## src/rtl/skin_bin_pkg.sv

```systemverilog
// rtl/skin_bin_pkg.sv - shared constants for the skin-binarization config/stats controller
package skin_bin_pkg;

  localparam int PIX_W    = 8;
  localparam int NUM_REGS = 8;

  localparam int IDX_R_MIN  = 0;
  localparam int IDX_S_MIN  = 1;
  localparam int IDX_S_MAX  = 2;
  localparam int IDX_H_MAX  = 3;
  localparam int IDX_CB_MIN = 4;
  localparam int IDX_CB_MAX = 5;
  localparam int IDX_CR_MIN = 6;
  localparam int IDX_CR_MAX = 7;

  localparam logic [7:0] DEF_R_MIN  = 8'd95;
  localparam logic [7:0] DEF_S_MIN  = 8'd23;
  localparam logic [7:0] DEF_S_MAX  = 8'd174;
  localparam logic [7:0] DEF_H_MAX  = 8'd50;
  localparam logic [7:0] DEF_CB_MIN = 8'd77;
  localparam logic [7:0] DEF_CB_MAX = 8'd127;
  localparam logic [7:0] DEF_CR_MIN = 8'd133;
  localparam logic [7:0] DEF_CR_MAX = 8'd173;

  typedef enum logic [1:0] {
    WAIT_FRAME = 2'd0,
    RUN        = 2'd1,
    COMMIT     = 2'd2
  } ctrl_state_e;

  // Register k occupies bits [8k+7:8k] of the flattened bank.
  function automatic logic [8*NUM_REGS-1:0] default_bank();
    logic [8*NUM_REGS-1:0] b;
    b = '0;
    b[8*IDX_R_MIN  +: 8] = DEF_R_MIN;
    b[8*IDX_S_MIN  +: 8] = DEF_S_MIN;
    b[8*IDX_S_MAX  +: 8] = DEF_S_MAX;
    b[8*IDX_H_MAX  +: 8] = DEF_H_MAX;
    b[8*IDX_CB_MIN +: 8] = DEF_CB_MIN;
    b[8*IDX_CB_MAX +: 8] = DEF_CB_MAX;
    b[8*IDX_CR_MIN +: 8] = DEF_CR_MIN;
    b[8*IDX_CR_MAX +: 8] = DEF_CR_MAX;
    return b;
  endfunction

endpackage

```

## src/rtl/skin_frame_stats.sv

```systemverilog
// rtl/skin_frame_stats.sv - vsync edge detect and saturating per-frame skin-pixel counter
module skin_frame_stats
  import skin_bin_pkg::*;
#(
  parameter int CNT_W = 22
) (
  input  logic             clk,
  input  logic             rst_n,
  input  logic             ce,
  input  logic             de,
  input  logic             vsync,
  input  logic [PIX_W-1:0] skin,
  input  logic             count_en,
  output logic             fe,
  output logic [CNT_W-1:0] count_hold
);

  logic             vsync_d;
  logic             qual;
  logic [CNT_W-1:0] counter;

  assign fe   = ce & vsync & ~vsync_d;
  assign qual = ce & de & (skin != '0);

  always_ff @(posedge clk or negedge rst_n) begin
    if (!rst_n) begin
      vsync_d <= 1'b0;
    end else if (ce) begin
      vsync_d <= vsync;
    end
  end

  // The pixel sampled on the frame-edge cycle already belongs to the new frame.
  always_ff @(posedge clk or negedge rst_n) begin
    if (!rst_n) begin
      counter    <= '0;
      count_hold <= '0;
    end else if (fe) begin
      count_hold <= counter;
      counter    <= {{(CNT_W-1){1'b0}}, qual};
    end else if (!count_en) begin
      counter <= '0;
    end else if (qual && !(&counter)) begin
      counter <= counter + 1'b1;
    end
  end

endmodule

```

## src/rtl/skin_bin_ctrl.sv

```systemverilog
// rtl/skin_bin_ctrl.sv - shadow/active threshold banks with frame-boundary commit and frame statistics
module skin_bin_ctrl
  import skin_bin_pkg::*;
#(
  parameter int CNT_W  = 22,
  parameter int FCNT_W = 16
) (
  input  logic              clk,
  input  logic              rst_n,
  input  logic              ce,
  input  logic              de,
  input  logic              vsync,
  input  logic [PIX_W-1:0]  skin,
  input  logic              wr_en,
  input  logic [2:0]        wr_addr,
  input  logic [7:0]        wr_data,
  output logic              wr_ready,
  output logic              cfg_pending,
  output logic [63:0]       thr_active,
  output logic [CNT_W-1:0]  skin_count,
  output logic              stats_valid,
  output logic [FCNT_W-1:0] frame_cnt
);

  ctrl_state_e      state, state_nxt;
  logic             report, report_nxt;
  logic             in_commit;
  logic             count_en;
  logic             fe;
  logic [CNT_W-1:0] count_hold;
  logic             wr_acc;
  logic [63:0]      shadow;
  logic [63:0]      snap;
  logic             snap_go;
  logic             late_wr;

  skin_frame_stats #(.CNT_W(CNT_W)) u_stats (
    .clk        (clk),
    .rst_n      (rst_n),
    .ce         (ce),
    .de         (de),
    .vsync      (vsync),
    .skin       (skin),
    .count_en   (count_en),
    .fe         (fe),
    .count_hold (count_hold)
  );

  always_ff @(posedge clk or negedge rst_n) begin
    if (!rst_n) begin
      state  <= WAIT_FRAME;
      report <= 1'b0;
    end else begin
      state  <= state_nxt;
      report <= report_nxt;
    end
  end

  always_comb begin
    state_nxt  = state;
    report_nxt = report;
    in_commit  = 1'b0;
    count_en   = 1'b1;
    case (state)
      WAIT_FRAME: begin
        count_en = 1'b0;
        if (fe) begin
          state_nxt  = COMMIT;
          report_nxt = 1'b0;
        end
      end
      RUN: begin
        if (fe) begin
          state_nxt  = COMMIT;
          report_nxt = 1'b1;
        end
      end
      COMMIT: begin
        in_commit = 1'b1;
        state_nxt = RUN;
      end
      default: state_nxt = WAIT_FRAME;
    endcase
  end

  assign wr_ready = ~in_commit;
  assign wr_acc   = wr_en & ~in_commit;

  // The bank to commit is snapshotted at the frame edge, so a write landing
  // on that same cycle stays pending for the following frame.
  always_ff @(posedge clk or negedge rst_n) begin
    if (!rst_n) begin
      shadow      <= default_bank();
      thr_active  <= default_bank();
      snap        <= default_bank();
      snap_go     <= 1'b0;
      late_wr     <= 1'b0;
      cfg_pending <= 1'b0;
    end else begin
      if (fe) begin
        snap    <= shadow;
        snap_go <= cfg_pending;
        late_wr <= wr_acc;
      end
      if (in_commit && snap_go) begin
        thr_active  <= snap;
        cfg_pending <= late_wr;
      end
      if (wr_acc) begin
        shadow[{wr_addr, 3'b000} +: 8] <= wr_data;
        cfg_pending                    <= 1'b1;
      end
    end
  end

  always_ff @(posedge clk or negedge rst_n) begin
    if (!rst_n) begin
      skin_count  <= '0;
      stats_valid <= 1'b0;
      frame_cnt   <= '0;
    end else if (in_commit && report) begin
      skin_count  <= count_hold;
      stats_valid <= 1'b1;
      frame_cnt   <= frame_cnt + 1'b1;
    end else begin
      stats_valid <= 1'b0;
    end
  end

endmodule

```

## config.mk

```make
export PLATFORM = sky130hd
export DESIGN_NAME = skin_bin_ctrl
export DESIGN_NICKNAME = d
export VERILOG_FILES = /design/src/rtl/skin_bin_pkg.sv /design/src/rtl/skin_frame_stats.sv /design/src/rtl/skin_bin_ctrl.sv
export SDC_FILE = /design/constraint.sdc
export NUM_CORES = 1
export LEC_CHECK = 0
export CAP_MARGIN = 20
export CORE_MARGIN = 4
export CORE_UTILIZATION = 40
export CTS_CLUSTER_SIZE = 40
export DETAILED_ROUTE_END_ITERATION = 12
export PLACE_DENSITY = 0.6
export SYNTH_ARGS = -nofsm -noshare
export SYNTH_HDL_FRONTEND = slang
export SYNTH_SLANG_ARGS = --single-unit
```

## constraint.sdc

```tcl
create_clock -name clk -period 5.2 [get_ports clk]
set_input_delay 1.04 -clock clk [delete_from_list [all_inputs] [get_ports clk]]
set_output_delay 1.04 -clock clk [all_outputs]
set_load 0.02 [all_outputs]
```

After elaboration in Yosys (flattened, before gate mapping)
Cells that the tools add are included.
{"block": "totals", "reg_bits": 282, "input_bits": 25}
{"block": "classes", "reduce_logical": 12, "shift": 2, "addsub": 3, "bitwise_logic": 7, "n_eq_ne": 5, "muxes": 13}
{"operator": "two-way mux 22 bit", "n": 3}
{"operator": "bitwise mux 64 bit", "n": 1}
{"operator": "variable shift 8 x 8 -> 64 bit (first input constant)", "n": 1}
{"operator": "indexed part select 8 x 8 -> 64 bit", "n": 1}
{"operator": "adder 22 x 1 -> 22 bit (second input constant)", "n": 1}
{"operator": "AND reduction 22 bit", "n": 1}
{"operator": "adder 16 x 1 -> 16 bit (second input constant)", "n": 1}
{"operator": "negator 6 -> 8 bit", "n": 1}
{"operator": "nonzero test 8 bit", "n": 1}
{"operator": "two-way mux 1 bit", "n": 6}
{"operator": "bitwise AND 1 bit", "n": 5}
{"operator": "inequality test 2 bit (second input constant)", "n": 2}
{"operator": "case mux 2 bit (2 select lines)", "n": 1}
{"operator": "nonzero test 2 bit", "n": 2}
{"operator": "logical AND 1 bit", "n": 3}
{"operator": "AND reduction 3 bit", "n": 1}
{"operator": "nonzero test 3 bit", "n": 1}
{"operator": "equality test 2 x 1 -> 1 bit (second input constant)", "n": 1}
{"operator": "equality test 2 bit (second input constant)", "n": 1}
{"operator": "logical NOT 2 bit", "n": 1}
{"operator": "two-way mux 2 bit", "n": 1}
{"operator": "inequality test 2 x 1 -> 1 bit (second input constant)", "n": 1}
{"operator": "inverter 1 bit", "n": 2}
{"operator": "case mux 1 bit (2 select lines)", "n": 1}
{"operator": "other kinds (2)", "n": 2}

Logic depth before layout (Yosys ltp)
Gate-level depths: netlist of run 1.
{"block": "depth", "ltp_word": 6, "depth_mapped": 8}

By module
From an unflattened synthesis of run 1, not the netlist that was laid out.
{"block": "hier_totals", "hier_cells": 793, "hier_area_um2": 11446.0}
{"mod": "skin_bin_ctrl", "cells_each": 561, "area_per_inst_um2": 9263.9, "instances": 1}
{"mod": "skin_frame_stats", "cells_each": 232, "area_per_inst_um2": 2182.1, "instances": 1}

Worst setup path before layout of run 1
Ideal clock, no wire load.
{"block": "synth_path", "path_type": "input to register", "start": "input wr_addr[0]", "end": "register shadow[5]", "t_arrival_ns": 2.800, "setup_slack_ns": 2.275, "stages": 8, "cell_sequence": "buf_2 > inv_1 > ha_1 > ha_1 > nor2_1 > nand3_1 > nor3_2 > mux2_2"}
{"block": "synth_between", "elab_chain_len": 3, "elab_cells_between_ends": 4}
{"element": "from (decl)", "line_no": "skin_bin_ctrl.sv:15", "rtl": "input logic [2:0] wr_addr,"}
{"element": "negator 6 -> 8 bit *", "line_no": "skin_bin_ctrl.sv:110", "rtl": "shadow[{wr_addr, 3'b000} +: 8] <= wr_data;"}
{"element": "indexed part select 8 x 8 -> 64 bit or variable shift 8 x 8 -> 64 bit (tied branches)", "line_no": "skin_bin_ctrl.sv:110"}
{"element": "bitwise mux 64 bit *", "line_no": "skin_bin_ctrl.sv:110"}
{"element": "to (signal assigned)", "line_no": "skin_bin_ctrl.sv:93", "rtl": "shadow <= default_bank();"}
{"element": "to (signal, indexed assignment)", "line_no": "skin_bin_ctrl.sv:110"}
{"element": "to (decl)", "line_no": "skin_bin_ctrl.sv:32", "rtl": "logic [63:0] shadow;"}
Every way passes the cells marked *; elsewhere a longest branch is shown, timed or not.
A chain may end at the register's enable or synchronous reset.

Worst setup path after layout of run 1
Ends and elaborated chain as after synthesis.

==> results_dict.tcl, run 1 <==
set metrics [dict create \
    worst_pin_slew_ns 0.899 \
    place.gp.congestion 0.747 \
    synthFlopType "dfrtp_1" \
    synth_top_family_by_area "multiplexers" \
    worstSetupPathType "primary input to flop" \
    synthSimpleGateAreaFrac_pct 6.81 \
    power_density_nw_per_um2 481 \
    totalWireLength_mm 22.4 \
    p_seq_share_pct 47.5 \
    initial_core_util_pct 40.7 \
    yosysWarnings 0 \
    slew_viol_final 0 \
    grt_usage_pct 14.7 \
    cts_resized 0 \
    startpoint_type "primary input" \
    maxCapViolations 0 \
    synthXorXnorAreaFrac_pct 1.85 \
    syn-num-nets 784 \
    htreeDepth 1 \
    p_int_mw 5.00 \
    hp-start "u_stats.count_hold[18]" \
    max_stage_delay_ns 0.89 \
    ant_nets 0 \
    leakagePower_nw 6.14 \
    vdd_drop_max_uv 275 \
    setup_viol 0 \
    arrival_ns 3.90 \
    period_minus_slack_ns 3.46 \
    synth-edff-count 0 \
    via_per_inst 4.95 \
    seq_area_frac_synth_pct 63.3 \
    critPathTopFamily "buffers and inverters" \
    grt_max_degree 101 \
    drtPass1Iterations 4 \
    status "complete, no violations" \
    syn_area_um2 11400 \
    ys_ff_latch 282 \
    crit_path_end_kind "flop" \
    hold_end "u_stats.count_hold[18]" \
    die_w_um 177 \
    reg2reg_slack_ns 3.02 \
    dieArea_um2 31200 \
    vias 6424 \
    tns_ns 0 \
    holdPathStages 2 \
    critPathMaxFanout 19 \
    cts_setup_buffers 0 \
    rsz0062_at_grt "no" \
    synth.area.mux_share_pct 23.7 \
    reg2reg_depth 5 \
    path_common_cell "ha_1" \
    power.total_mw 6.78 \
    core_um2 27900 \
    hp-class "flop to flop" \
    dp_slack_ns 1.18 \
    rr_endpoint "shadow[16]" \
    grt_pass1_vias 6816 \
    grt_pass1_wl_mm 37.4 \
    path_cells "clkdlybuf4s50_1, inv_1, ha_1, ha_1, nor2_1, nand3_1, nor3_2, mux2_2" \
    clk_path_buf_depth 3 \
    io_pins 130 \
    clockRootBuffer "clkbuf_16" \
    period_share_pct 66.6 \
    portBuffers 129 \
    tritoncts "built" \
    drive_gt1_share_pct 45.7 \
    synth_compound_area_share_pct 2.39 \
    holdBufCountCts 0 \
    crit_required_ns 5.64 \
    synth_cells 754 \
    pwr-share-clk_pct 31.3 \
    dpl.hpwl_mm 14.5 \
    synth_fa_ha_area_share_pct 0.550 \
    cts_made_buffers 30 \
    setup_ws_ns 1.74 \
    drtIter0Drc 201 \
    wl_per_cell_um 17.3 \
    insertion_delay_ns 0.56 \
    reg2reg_from "state[0]" \
    clock-sinks 282 \
    utilization_pct 50.4 \
    skew_ns 0.0141 \
    antenna_cells 0 \
    max_freq_mhz 289 \
    slew_headroom_pct 40.1 \
    antenna_found_initial 0 \
    critPathSlowestCell "clkdlybuf4s50_1" \
    nNetsFinal 926 \
    syn_area_per_cell_um2 15.1 \
    clk_pin_slew_worst_paths_ns 0.06 \
    syn2layout_area_growth_pct 24.0 \
    async_flop_share_pct 100 \
    hold_violations 0 \
    synth_cell_types 49 \
    die_y_um 177 \
    power.switching_mw 1.79 \
    drc 0 \
    rows 61 \
    power_frac_comb_pct 21.2 \
    grt_remaining_overflow 0 \
    swShare_pct 26.3 \
    path_buf_inv 2 \
]
sequential cells by signal, summed over array words and instances, names as in the netlist, 2 cells and up:
register	flops
u_stats.counter	22
frame_cnt	16
snap	64
u_stats.count_hold	22
skin_count	22
shadow	64
thr_active	64
state	2
layer usage:
metal	global-route usage [%]	wire length, µm
met3	2.70	946
met1	20.7	10500
met2	24.1	10500
met4	3.09	429
met5	0	0
power groups by stage:
| stage | Clock, mW | Combinational [mW] | Sequential, mW |
|---|---|---|---|
| final | 2.13 | 1.44 | 3.22 |
| after global routing | 2.30 | 1.56 | 3.29 |
| after CTS | 2.20 | 1.47 | 3.23 |
| after detailed placement | 0 | 1.46 | 3.26 |
| after global placement | 0 | 1.43 | 3.26 |
| after floorplan | 0 | 0.583 | 3.43 |
cells by family (layout without fill, tap and decap cells):
logic type / Yosys count / after routing
compound gates: 36 / 36
mux: 239 / 239
xor+xnor: 24 / 24
fa+ha+maj: 5 / 5
simple gates: 132 / 132
buf+inv: 36 / 202
flops: 282 / 282
how the worst max path moves through the flow:
stage                      to  depth (start not counted)  slack, ns       start
finish              shadow[5]                          8       1.74  wr_addr[0]
global route        shadow[5]                          8       1.59  wr_addr[0]
CTS                 shadow[5]                          8       1.79  wr_addr[0]
detailed placement  shadow[5]                          8       1.18  wr_addr[0]
global placement    shadow[5]                          8       1.30  wr_addr[0]
floorplan           shadow[5]                          8       2.27  wr_addr[0]
synth_stat cells, types with 2 or more instances:
| library cell | n | share of area [%] |
|---|---|---|
| a211oi_1 | 2 | 0.13 |
| a21oi_1 | 4 | 0.18 |
| a31oi_1 | 3 | 0.17 |
| and2_1 | 10 | 0.55 |
| and3_1 | 18 | 0.99 |
| and4_1 | 2 | 0.15 |
| buf_2 | 12 | 0.53 |
| clkbuf_1 | 15 | 0.50 |
| dfrtp_1 | 171 | 38 |
| dfstp_2 | 111 | 26 |
| ha_1 | 5 | 0.55 |
| inv_1 | 7 | 0.23 |
| mux2_2 | 237 | 23 |
| mux2i_1 | 2 | 0.18 |
| nand2_1 | 26 | 0.86 |
| nand2_2 | 3 | 0.17 |
| nand2b_1 | 2 | 0.11 |
| nand3_1 | 15 | 0.66 |
| nand3_2 | 3 | 0.26 |
| nand3b_1 | 3 | 0.20 |
| nand4_1 | 7 | 0.39 |
| nor2_1 | 19 | 0.63 |
| nor2_2 | 2 | 0.11 |
| nor2b_1 | 2 | 0.11 |
| nor3_1 | 3 | 0.13 |
| nor3_2 | 2 | 0.18 |
| nor4_1 | 4 | 0.22 |
| nor4_4 | 2 | 0.37 |
| o2111ai_1 | 4 | 0.31 |
| o211ai_1 | 4 | 0.26 |
| o21ai_0 | 7 | 0.31 |
| o311ai_0 | 2 | 0.15 |
| o41ai_1 | 2 | 0.15 |
| or3_1 | 3 | 0.17 |
| or4_1 | 4 | 0.26 |
| xnor2_1 | 11 | 0.85 |
| xor2_1 | 13 | 1.0 |
placed cells by master, fill, tap and decap left out, drive strengths merged, types with 9 or more instances in the layout:
master / synthesis / routed
nor2: 21 / 21
and3: 18 / 18
o21ai: 9 / 9
clkbuf: 15 / 50
dfrtp: 171 / 171
xor2: 13 / 13
xnor2: 11 / 11
buf: 14 / 11
mux2: 237 / 237
nand3: 18 / 18
clkdlybuf4s50: 0 / 128
nand4: 9 / 9
dfstp: 111 / 111
and2: 10 / 10
nand2: 29 / 29
metrics by stage:
step	cell area, µm²	hold WS (ns)	std cells
final	14100	0.474	1298
after global routing	14100	0.499	1298
after CTS	14100	0.485	1298
after detailed placement	13100	0.471	1242
after global placement	13100	0.463	1242
after floorplan	11400	0.444	754
worst reg2reg max path, cell delays in order (launching register included):
cell and delay [ns]:
dfrtp_1 0.44, nand2b_1 0.28, nand2_2 0.21, nor4_4 0.34
and3_1 0.44, mux2_2 0.38
final cells by class:
type                    instances  area, µm²
clock buffers                  50        896
fillers                      2446      13800
well taps                     378        473
flip-flops and latches        282       7200
multi-input cells             436       4010
clock inverters                 6        105
repair buffers                139       1380
inverters                       7       26.3
Note: power is estimated with default switching activity, not from simulation.
==> run 2: changes to the inputs <==
--- a/config.mk
+++ b/config.mk
@@ -10,7 +10,7 @@
 export CORE_UTILIZATION = 40
 export CTS_CLUSTER_SIZE = 40
 export DETAILED_ROUTE_END_ITERATION = 12
-export PLACE_DENSITY = 0.6
+export PLACE_DENSITY = 0.62
 export SYNTH_ARGS = -nofsm -noshare
 export SYNTH_HDL_FRONTEND = slang
 export SYNTH_SLANG_ARGS = --single-unit
==> constraint.sdc (replaced) <==
create_clock -name clk -period 3.05 [get_ports clk]
set_input_delay 0.61 -clock clk [delete_from_list [all_inputs] [get_ports clk]]
set_output_delay 0.61 -clock clk [all_outputs]
set_load 0.02 [all_outputs]
==> results_dict.tcl, run 2 (synthesized netlist as in run 1, its figures left out) <==
set metrics [dict create \
    die_y_um 177 \
    syn2layout_area_growth_pct 26.0 \
    clk_path_buf_depth 3 \
    crit_end "wr_ready" \
    worst_pin_slew_ns 0.661 \
    path_cells "nand2b_1, clkdlybuf4s50_1" \
    critPathTopFamily "buffers and inverters" \
    die_w_um 177 \
    final_cell_mix "mux2_2 (237), dfrtp_1 (171), clkdlybuf4s50_1 (128), dfstp_2 (111), clkbuf_16 (30)" \
    crit_path_end_kind "output pin" \
    critPathMaxFanout 6 \
    skew_ns 0.0224 \
    drtPass1Iterations 4 \
    layout.cells.most_common "mux2_2" \
    core_um2 27900 \
    grt_remaining_overflow 0 \
    wl_per_cell_um 17.0 \
    rows 61 \
    crit_path_start "state[0]" \
    crit_required_ns 2.44 \
    setup_ws_ns 0.531 \
    cp.depth 2 \
    tritoncts "built" \
    reg2reg_from "u_stats.counter[0]" \
    dpl.hpwl_mm 14.4 \
    io_pins 130 \
    cts_resized 0 \
    slew_headroom_pct 55.9 \
    setup_viol 0 \
    clock-sinks 282 \
    placed_cells 1251 \
    antenna_found_initial 0 \
    insertion_delay_ns 0.56 \
    rr_endpoint "u_stats.counter[0]" \
    totalWireLength_mm 22.2 \
    drc 0 \
    grt_pass1_wl_mm 36.6 \
    fin_hold_ws_ns 0.0728 \
    via_per_inst 4.99 \
    reg2reg_depth 6 \
    antenna_cells 0 \
    grt_max_degree 86 \
    drtIter0Drc 263 \
    arrival_ns 1.91 \
    place.gp.congestion 0.753 \
    hold_violations 0 \
    finalNonFillerCells 1307 \
    htreeDepth 1 \
    startpoint_type "flop" \
    max_freq_mhz 397 \
    cts_setup_buffers 0 \
    worstSetupPathType "flop to output pin" \
    status "complete, no violations" \
    critPathSlowestCell "clkdlybuf4s50_1" \
    dieArea_um2 31200 \
    slew_viol_final 0 \
    path_buf_inv 1 \
    ant_nets 0 \
    drive_gt1_share_pct 46.7 \
    portBuffers 129 \
    max_stage_delay_ns 0.67 \
    vias 6521 \
    reg2reg_slack_ns 0.89 \
    power_density_nw_per_um2 833 \
    dp_slack_ns 0.205 \
    leakagePower_nw 6.25 \
    hp-class "primary input to async pin" \
    rsz0062_at_grt "no" \
    maxCapViolations 0 \
    clockRootBuffer "clkbuf_16" \
    clk_pin_slew_worst_paths_ns 0.06 \
    tns_ns 0 \
    largestRegisters "shadow: 64 flops, snap: 64 flops, thr_active: 64 flops" \
    fillers 2417 \
    holdBufCountCts 0 \
    nNetsFinal 935 \
    grt_usage_pct 14.3 \
    cts_made_buffers 30 \
    initial_core_util_pct 40.7 \
    grt_pass1_vias 6878 \
    period_share_pct 82.6 \
    vdd_drop_max_uv 467 \
    period_minus_slack_ns 2.52 \
]
[run 2: cell count changes in the layout (fill, tap and decap cells not counted)]
cell and change:
buf_4 +5, bufinv_16 +5, clkbuf_1 -5, buf_12 +4, clkbuf_8 -3, clkinvlp_4 +2
clkinv_2 +1
[run 2: final cells by class]
| type | count | area [µm²] | area share (%) |
|---|---|---|---|
| Sequential cell | 282 | 7200 | 50.3 |
| Timing Repair Buffer | 148 | 1500 | 10.5 |
| Tap cell | 378 | 473 | 3.30 |
| Clock buffer | 42 | 836 | 5.84 |
| Multi-Input combinational cell | 436 | 4010 | 28.0 |
| Clock inverter | 14 | 275 | 1.92 |
| Inverter | 7 | 26.3 | 0.184 |
[run 2: worst min path at each step]
stage / slack [ns] / start / cells after the start / end
2_1_floorplan: 0.31 / rst_n / 0 / cfg_pending
3_3_place_gp: 0.46 / frame_cnt[15] / 1 / frame_cnt[15]
3_5_place_dp: 0.47 / frame_cnt[15] / 1 / frame_cnt[15]
4_1_cts: 0.08 / rst_n / 1 / u_stats.counter[14]
5_1_grt: 0.10 / rst_n / 1 / skin_count[7]
6_report: 0.07 / rst_n / 1 / skin_count[7]
[run 2: metrics by stage]
stage / area (µm²) / power [mW] / utilization (%)
after global placement: 13200 / 8.02 / 47.3
after floorplan: 11400 / 6.85 / -
after detailed placement: 13200 / 8.06 / 47.3
after global routing: 14300 / 12.5 / 51.3
after CTS: 14300 / 12.1 / 51.3
final: 14300 / 11.9 / 51.3
[run 2: routing by layer]
layer  wire, µm  GRT usage (%)
met4        432           3.45
met3       1020           2.72
met2      10300           22.9
met1      10400           20.2
met5          0              0
[run 2: report_power, final]
group          switching, mW  total, mW  internal, mW
clock                   1.47       3.98          2.51
sequential             0.503       5.49          4.99
combinational           1.08       2.46          1.39
total                   3.05       11.9          8.88
==> run 3: changes to the inputs <==
==> constraint.sdc (replaced) <==
create_clock -name clk -period 2.04 [get_ports clk]
set_input_delay 0.408 -clock clk [delete_from_list [all_inputs] [get_ports clk]]
set_output_delay 0.408 -clock clk [all_outputs]
set_load 0.02 [all_outputs]
==> results_dict.tcl, run 3 (synthesized netlist as in run 1, its figures left out) <==
set metrics [dict create \
    place.gp.congestion 0.785 \
    ant_nets 0 \
    rows 61 \
    leakagePower_nw 6.72 \
    slew_headroom_pct 60.8 \
    via_per_inst 4.92 \
    power_density_nw_per_um2 1170 \
    max_freq_mhz 507 \
    rsz0062_at_grt "no" \
    critPathSlowestCell "clkdlybuf4s50_1" \
    path_buf_inv 1 \
    skew_ns 0.0115 \
    antenna_found_initial 0 \
    insertion_delay_ns 0.54 \
    startpoint_type "flop" \
    dieArea_um2 31200 \
    grt_max_degree 58 \
    drtIter0Drc 278 \
    multi_input_area_um2 4100 \
    status "complete, no violations" \
    critPathTopFamily "buffers and inverters" \
    regArea_um2 7200 \
    grt_pass1_vias 7119 \
    totalWireLength_mm 22.9 \
    vias 6693 \
    layout.cells.most_common "mux2_2" \
    power.total_mw 17.3 \
    dp_slack_ns -0.361 \
    drc 0 \
    max_stage_delay_ns 0.63 \
    clock-sinks 282 \
    clk_pin_slew_worst_paths_ns 0.06 \
    slew_viol_final 0 \
    placed_cells 1303 \
    dpl.hpwl_mm 16.2 \
    final_cell_mix "mux2_2 (229), dfrtp_1 (171), dfstp_2 (111), clkdlybuf4s50_1 (84), buf_4 (62)" \
    wl_per_cell_um 16.9 \
    grt_remaining_overflow 0 \
    largestRegisters "shadow: 64 flops, snap: 64 flops, thr_active: 64 flops" \
    critPathMaxFanout 2 \
    crit_required_ns 1.63 \
    initial_core_util_pct 40.7 \
    die_w_um 177 \
    setup_ws_ns 0.0661 \
    htreeDepth 1 \
    drtPass1Iterations 4 \
    crit_path_end_kind "output pin" \
    final_cell_area_um2 14800 \
    grt_pass1_wl_mm 38.4 \
    placed_cell_area_um2 13700 \
    hp-class "primary input to async pin" \
    antenna_cells 0 \
    syn2layout_area_growth_pct 29.8 \
    hold_violations 0 \
    fillers 2416 \
    maxCapViolations 0 \
    core_um2 27900 \
    portBuffers 129 \
    setup_viol 0 \
    period_minus_slack_ns 1.97 \
    cts_made_buffers 29 \
    tritoncts "built" \
    worstSetupPathType "flop to output pin" \
    worst_pin_slew_ns 0.587 \
    drive_gt1_share_pct 50.6 \
    finalNonFillerCells 1359 \
    io_pins 130 \
    period_share_pct 96.8 \
    path_cells "clkdlybuf4s50_1" \
    vdd_drop_max_uv 638 \
    fin_hold_ws_ns 0.388 \
    die_y_um 177 \
    clk_path_buf_depth 3 \
    grt_usage_pct 15.0 \
    arrival_ns 1.57 \
    nNetsFinal 988 \
    clockRootBuffer "clkbuf_16" \
    reg2reg_slack_ns 0.15 \
]
## run 3: layout make-up
class	instances	area share (%)
Clock buffer	44	5.86
Tap cell	378	3.21
Inverter	7	0.178
Sequential cell	282	48.8
Multi-Input combinational cell	436	27.8
Timing Repair Buffer	202	13.1
Clock inverter	10	1.06
## run 3: worst paths after layout
| path | endpoint | depth (start not counted) | start |
|---|---|---|---|
| hold reg to reg | frame_cnt[15] | 1 | frame_cnt[15] |
| min in group clk | frame_cnt[15] | 1 | frame_cnt[15] |
| setup reg to reg | u_stats.counter[14] | 7 | u_stats.counter[1] |
| max in group asynchronous | thr_active[34] | 3 | rst_n |
| setup / recovery | thr_active[7] | 1 | thr_active[7] |
| hold / removal | skin_count[8] | 2 | rst_n |
## run 3: metal layers
metal	GRT usage, %	part of all wire [%]	up-vias
met3	2.31	3.7	40
li1	-	-	3106
met5	0	0	-
met2	24.2	46	125
met4	3.64	2.5	0
met1	21.6	47	3422
## run 3: stage by stage
stage / utilization (%) / setup TNS (ns)
final: 52.8 / 0
after global routing: 52.8 / 0
after CTS: 52.7 / 0
after detailed placement: 49.2 / -17.41
after global placement: 49.2 / -15.65
after floorplan: - / 0
## run 3: power by group
| group | leakage (nW) | internal (mW) | total (mW) | switching (mW) |
|---|---|---|---|---|
| sequential | 3.43 | 7.46 | 8.23 | 0.772 |
| combinational | 2.80 | 1.94 | 3.58 | 1.64 |
| clock | 0.498 | 3.43 | 5.52 | 2.09 |
## run 3: timing repair
| action | 4_1_cts | 5_1_grt |
|---|---|---|
| hold buffers | 1 | 0 |
| cloned | 0 | 0 |
| pin swaps | 0 | 4 |
| endpoints found under the setup margin | 39 | 19 |
| gates resized for setup | 40 | 13 |
| setup buffers | 0 | 1 |
| endpoints found under the hold margin | 27 | 0 |
